**config.mk**
```make
export PLATFORM = sky130hd
export DESIGN_NAME = logic_unit_pipe
export DESIGN_NICKNAME = d
export VERILOG_FILES = /design/src/rtl/logic_unit_pipe.sv
export SDC_FILE = /design/constraint.sdc
export NUM_CORES = 1
export LEC_CHECK = 0
export CORE_MARGIN = 4
export CORE_UTILIZATION = 25
export CTS_CLUSTER_SIZE = 30
export DETAILED_ROUTE_END_ITERATION = 8
export PLACE_DENSITY = 0.52
export SLEW_MARGIN = 20
export SYNTH_ARGS = -nofsm -noshare
export SYNTH_HDL_FRONTEND = slang
export SYNTH_SLANG_ARGS = --single-unit
```
**constraint.sdc**
```tcl
create_clock -name clk -period 3.7 [get_ports clk]
set_input_delay 0.555 -clock clk [delete_from_list [all_inputs] [get_ports clk]]
set_output_delay 0.555 -clock clk [all_outputs]
set_load 0.05 [all_outputs]
```
**src/rtl/logic_unit_pipe.sv**
```systemverilog
// rtl/logic_unit_pipe.sv - pipelined 8-op logic unit with tag, valid/ready, flush
// Optional LU_FLAGS_EN adds pipelined out_zero/out_neg result flags.
module logic_unit_pipe #(
  parameter int WIDTH  = 32,
  parameter int TAG_W  = 4,
  parameter int STAGES = 2
) (
  input  logic             clk,
  input  logic             rst,
  input  logic             flush,
  input  logic             in_valid,
  output logic             in_ready,
  input  logic [TAG_W-1:0] in_tag,
  input  logic [2:0]       in_opcode,
  input  logic [WIDTH-1:0] in_x1,
  input  logic [WIDTH-1:0] in_x2,
  output logic             out_valid,
  input  logic             out_ready,
  output logic [TAG_W-1:0] out_tag,
  output logic [WIDTH-1:0] out_y,
`ifdef LU_FLAGS_EN
  output logic             out_zero,
  output logic             out_neg,
`endif
  output logic             busy
);

  localparam int LAST = STAGES - 1;

  logic [WIDTH-1:0]  w_res;
  logic [STAGES-1:0] w_load;
  logic [STAGES-1:0] r_v;
  logic [TAG_W-1:0]  r_tag [STAGES];
  logic [WIDTH-1:0]  r_y   [STAGES];
`ifdef LU_FLAGS_EN
  logic [STAGES-1:0] r_zero;
  logic [STAGES-1:0] r_neg;
`endif

  always_comb begin
    w_res = '0;
    case (in_opcode)
      3'd0: w_res = in_x1 & in_x2;
      3'd1: w_res = in_x1 ^ in_x2;
      3'd2: w_res = ~(in_x1 & in_x2);
      3'd3: w_res = in_x1 | in_x2;
      3'd4: w_res = ~in_x1;
      3'd5: w_res = ~(in_x1 | in_x2);
      3'd6: w_res = ~in_x1 + WIDTH'(1);
      3'd7: w_res = ~(in_x1 ^ in_x2);
      default: w_res = '0;
    endcase
  end

  // A stage may load when empty or when its occupant moves on; this
  // ripples back from the CDB grant so bubbles fill under backpressure.
  always_comb begin : load_chain
    logic w_next;
    w_load = '0;
    w_next = out_ready;
    for (int i = LAST; i >= 0; i--) begin
      w_next    = !r_v[i] || w_next;
      w_load[i] = w_next;
    end
  end

  assign in_ready  = w_load[0];
  assign busy      = |r_v;
  assign out_valid = r_v[LAST];
  assign out_tag   = r_tag[LAST];
  assign out_y     = r_y[LAST];
`ifdef LU_FLAGS_EN
  assign out_zero  = r_zero[LAST];
  assign out_neg   = r_neg[LAST];
`endif

  always_ff @(posedge clk) begin
    if (rst) begin
      r_v <= '0;
      for (int i = 0; i < STAGES; i++) begin
        r_tag[i] <= '0;
        r_y[i]   <= '0;
      end
`ifdef LU_FLAGS_EN
      r_zero <= '0;
      r_neg  <= '0;
`endif
    end else begin
      if (w_load[0]) begin
        r_v[0]   <= in_valid;
        r_tag[0] <= in_tag;
        r_y[0]   <= w_res;
`ifdef LU_FLAGS_EN
        r_zero[0] <= (w_res == '0);
        r_neg[0]  <= w_res[WIDTH-1];
`endif
      end
      for (int i = 1; i < STAGES; i++) begin
        if (w_load[i]) begin
          r_v[i]   <= r_v[i-1];
          r_tag[i] <= r_tag[i-1];
          r_y[i]   <= r_y[i-1];
`ifdef LU_FLAGS_EN
          r_zero[i] <= r_zero[i-1];
          r_neg[i]  <= r_neg[i-1];
`endif
        end
      end
      // Data may still shift on a flush; only the valid bits matter.
      if (flush) r_v <= '0;
    end
  end

endmodule

```
* After elaboration in Yosys (flattened, before gate mapping)
Memories as Yosys holds them, arrays and structs flattened.
Index checks and enable logic that the tools add are counted.
** Cells by class
- Multiplexer cells :: 13
- $add $sub $neg :: 1
- Bitwise gates (word level) :: 11
- Reduce and logical (&&, ||, !) cells :: 7
- Equal/unequal tests :: 7
** Operators with widths (count)
- 32-bit one-hot mux with 8 select lines :: 1
- 32-bit NOT :: 4
- 32-bit two-way mux :: 2
- 32-bit by 1-bit adder with 32-bit output (second input constant) :: 1
- 32-bit AND :: 1
- 32-bit OR :: 1
- 32-bit XOR :: 1
- 3-bit equality test (second input constant) :: 4
- 1-bit two-way mux :: 8
- 4-bit two-way mux :: 2
- 3-bit by 2-bit equality test with 1-bit output (second input constant) :: 2
- 1-bit OR :: 4
- 2-bit OR reduction :: 2
- 3-bit by 1-bit equality test with 1-bit output (second input constant) :: 1
- 3-bit zero test :: 1
- 1-bit zero test :: 2
- 1-bit logical OR :: 2
** Word-level totals
- Output and inout bits :: 39
- Memories :: 2
- Logic and storage cells :: 43
- Register bits after elaboration :: 2
- Bits of input ports :: 76
- Bits in writable memories :: 72
** Memories
- r_y :: depth 2, width 32, rd ports 2, clocked after Yosys merged registers in 0, write ports 2, RTL line 34 : logic [WIDTH-1:0] r_y [STAGES];
- r_tag :: depth 2, width 4, rd ports 2, clocked after Yosys merged registers in 0, write ports 2, RTL line 33 : logic [TAG_W-1:0] r_tag [STAGES];

* Depth between registers and ports, before layout
- Word-level depth :: 7
- Mapped depth :: 8
- Mapped depth without buffers :: 7

* Worst setup path before layout
OpenSTA, ideal clock, no wires.
- Kind :: input to register
- Start point :: in in_x1[0]
- End point :: mem r_y[0][30], data pin
- Arrival :: 2488 ps
- Slack :: 956 ps
- Library setup time :: 256 ps
- Stages on the path :: 8
- Cells stage by stage :: inv_1 > ha_1 > or3b_2 > or4b_4 > buf_6 > nor4_4 > xnor2_1 > a22o_1
** RTL lines
- from (decl) :: RTL line 15 : input logic [WIDTH-1:0] in_x1,
- to (decl) :: RTL line 34

==> run_results.csv <==
group,metric,value,unit
status,status,"completed",
cts,cts_tree,"built",
cts,ctsLongestPathBuffers,2,
cells_and_area,layout-drive-gt1-share,6.82,%
routing,wl_per_cell,17.9,um
synthesis,yosysMostFrequentCell,"edfxtp_1",
die,core-area,0.0253,mm^2
cts,ctsResizeCount,0,
cts,cts_setup_buffers,0,
routing,remaining_drc_errors,0,
setup_path,crit_path_start_kind,"primary input",
die,die_y,169,um
setup_path,reg2reg_from,"r_v[1]$_SDFFE_PP0P_",
cts,clkLatencyLatePin,0.36,ns
routing,drtPass1Iterations,5,
power_and_ir_drop,power.density,321,mW/mm^2
setup_path,worstSetupStartpoint,"in_x1[0]",
timing,finalClockSkew,0.0175,ns
synthesis,synthDistinctLibCells,54,
routing,via_count,5557,
timing,rsz0062_at_grt,"false",
place,gp_congestion,0.832,
global_routing,globalRouteOverflowTotal,0,
flow_run,cap_violations,0,
die,num_rows,58,
synthesis,synthesis.nets,875,
cts,cts_inserted_buffers,9,
routing,ant_nets,0,
global_routing,antenna_found_initial,4,
timing,worstMarginPinSlew,1.04,ns
cts,clock_sinks,74,
setup_path,cp-endpoint,"r_y[0][24]$_SDFFCE_PN0P_",
die,start_util,25.5,%
timing,fmax,318,MHz
synthesis,synth_area_per_cell,8.81,um^2
synthesis,synth_commonest_cells,"edfxtp_1, inv_1, ha_1, o21ai_0, nand2_1",
power_and_ir_drop,leakage,3.27,nW
timing,holdWs,0.514,ns
timing,relSlewSlack,30.5,%
cells_and_area,final_nets,943,
timing,finalSetupViolCount,0,
die,die_w,169,um
synthesis,synth_cells,734,
global_routing,grt_pass1_vias,5309,
routing,drt_wl_total,20400,um
setup_path,worst_ep_arrival_time,3.26,ns
hold_path,hp-class,"flop to flop",
synthesis,synth_edf_count,72,
timing,finalHoldViolations,0,
setup_path,r2r-end,"r_y[0][23]$_SDFFCE_PN0P_",
setup_path,critPathCaptureType,"flop",
place,dpl.hpwl,14300,um
setup_path,slowest_stage,"or4b_4",
synthesis,netlist_area,0.00647,mm^2
global_routing,grt_pass1_wl,31100,um
global_routing,track_usage,14.0,%
die,boundaryPins,115,
setup_path,worstRegToRegCells,4,
cts,htree_levels,3,
setup_path,crit_type,"primary input to flop",
setup_path,r2r_setup_slack,1.49,ns
place,port_buffers,114,
timing,fin_setup_tns,0,ns
setup_path,slowest_delay,0.66,ns
synthesis,synthFlopType,"edfxtp_1",
cts,hold_buffers,0,
setup_path,crit_chain,"clkdlybuf4s50_1 -> inv_1 -> ha_1 -> or3b_2 -> or4b_4 -> nor4b_1 -> xnor2_1 -> a22o_1",
global_routing,grt_start_max_net_pins,61,
die,dieArea,0.0285,mm^2
cells_and_area,area_growth,24.7,%
power_and_ir_drop,ir_worst_vdd,241,uV
routing,vias_per_cell,4.88,
synthesis,synthTopCellsByArea,"edfxtp_1, ha_1, o21ai_0, buf_4, and2_1",
synthesis,synth.largest_area_cell,"edfxtp_1",
synthesis,yosys_warnings,0,
timing,drv_slew,0,
setup_path,crit_required,3.81,ns
setup_path,path_max_fanout,11,
routing,drt-initial-drc-count,388,
synthesis,synth.top_cell.area_share,33.4,%
synthesis,yosysSeqAreaShare,34.0,%
timing,min_period,3.15,ns
synthesis,synthArstFlopShare,0,%
synthesis,synth_seq_cells,74,
cts,ctsRootBufferMaster,"clkbuf_16",
cts,path_clk_slew,0.07,ns
timing,min_period_over_period,85.0,%
==> logic make-up after synthesis <==
family | share of synthesized area [%]
flops | 34.0
compound gates | 18.7
xor+xnor | 3.79
buf+inv | 10.8
mux | 3.11
fa+ha+maj | 12.6
simple gates | 16.9
==> through the flow <==
stage / area [um^2] / setup WS (ns) / utilization [%] / total power (W) / instances
after global routing: 8070 / 0.464 / 31.8 / 0.00272 / 1138
final: 8070 / 0.555 / 31.8 / 0.00259 / 1138
after global placement: 7760 / 0.245 / 30.6 / 0.00168 / 1121
after floorplan: 6470 / 0.956 / - / 0.00145 / 734
after CTS: 8060 / 0.577 / 31.8 / 0.00262 / 1137
after detailed placement: 7760 / 0.197 / 30.6 / 0.00169 / 1121
==> registers in the layout, summed over array words and instances (netlist names) <==
| name | count |
|---|---|
| r_tag | 8 |
| r_y | 64 |
| r_v | 2 |
==> area by class of cell <==
| type | count | area (um^2) |
|---|---|---|
| inverters | 70 | 263 |
| flip-flops and latches | 74 | 2200 |
| well taps | 330 | 413 |
| clock inverters | 7 | 75.1 |
| diodes | 1 | 2.50 |
| clock buffers | 9 | 225 |
| repair buffers | 136 | 1300 |
| multi-input cells | 511 | 3580 |
| fillers | 2646 | 17300 |
==> worst min-delay path by stage <==
stage	cells past startpoint	from	slack (ns)	end
after floorplan	1	r_tag[0][0]$_SDFFCE_PN0P_	0.50	r_tag[0][4]$_SDFFCE_PN0P_
after global placement	1	r_tag[0][2]$_SDFFCE_PN0P_	0.50	r_tag[0][6]$_SDFFCE_PN0P_
after detailed placement	1	r_y[0][7]$_SDFFCE_PN0P_	0.50	r_y[0][39]$_SDFFCE_PN0P_
after CTS	1	r_y[0][7]$_SDFFCE_PN0P_	0.52	r_y[0][39]$_SDFFCE_PN0P_
after global routing	1	r_y[0][6]$_SDFFCE_PN0P_	0.53	r_y[0][38]$_SDFFCE_PN0P_
final	1	r_y[0][7]$_SDFFCE_PN0P_	0.51	r_y[0][39]$_SDFFCE_PN0P_
==> cells in the final DEF, fill, tap and decap left out, drive strengths merged, types with 2 or more instances in the layout <==
cell type and instances:
a21o 2, nand2 49, a31oi 7, nand3 11, xnor2 28, clkinv 2
nor2b 4, or3 6, o221ai 4, nor2 40, a22oi 4, edfxtp 72
a221oi 6, o221a 2, a222oi 8, o21ai 61, nor3 12, buf 25
clkdlybuf4s50 111, o32ai 3, inv 72, nor3b 2, clkinvlp 2, mux2i 19
a22o 8, dfxtp 2, a211oi 9, or4 2, clkbuf 9, and2 42
nand4 6, o211ai 8, a21oi 43, or2 3, nor4 13, ha 65
nand2b 12, o22ai 21
==> report_power, final <==
group,total (W),switching (W),internal (W)
logic,0.000665,0.000386,0.000278
registers,0.00100,0.0000175,0.000986
clock network,0.000919,0.000393,0.000526
==> critical path, delay by kind of cell <==
family	cells	cell delay (ns)
simple gates	3	1.57
buf+inv	2	0.62
fa+ha+maj	1	0.22
compound gates	1	0.18
xor+xnor	1	0.10
==> per-layer routing <==
layer | track usage (%) | share of wire (%) | up-vias
li1 | - | - | 2734
met1 | 19.2 | 46 | 2607
met2 | 22.0 | 45 | 186
met3 | 3.27 | 6.8 | 24
met4 | 4.13 | 1.5 | 6
met5 | 0 | 0.17 | -
Power figures use the tool's default switching activity.
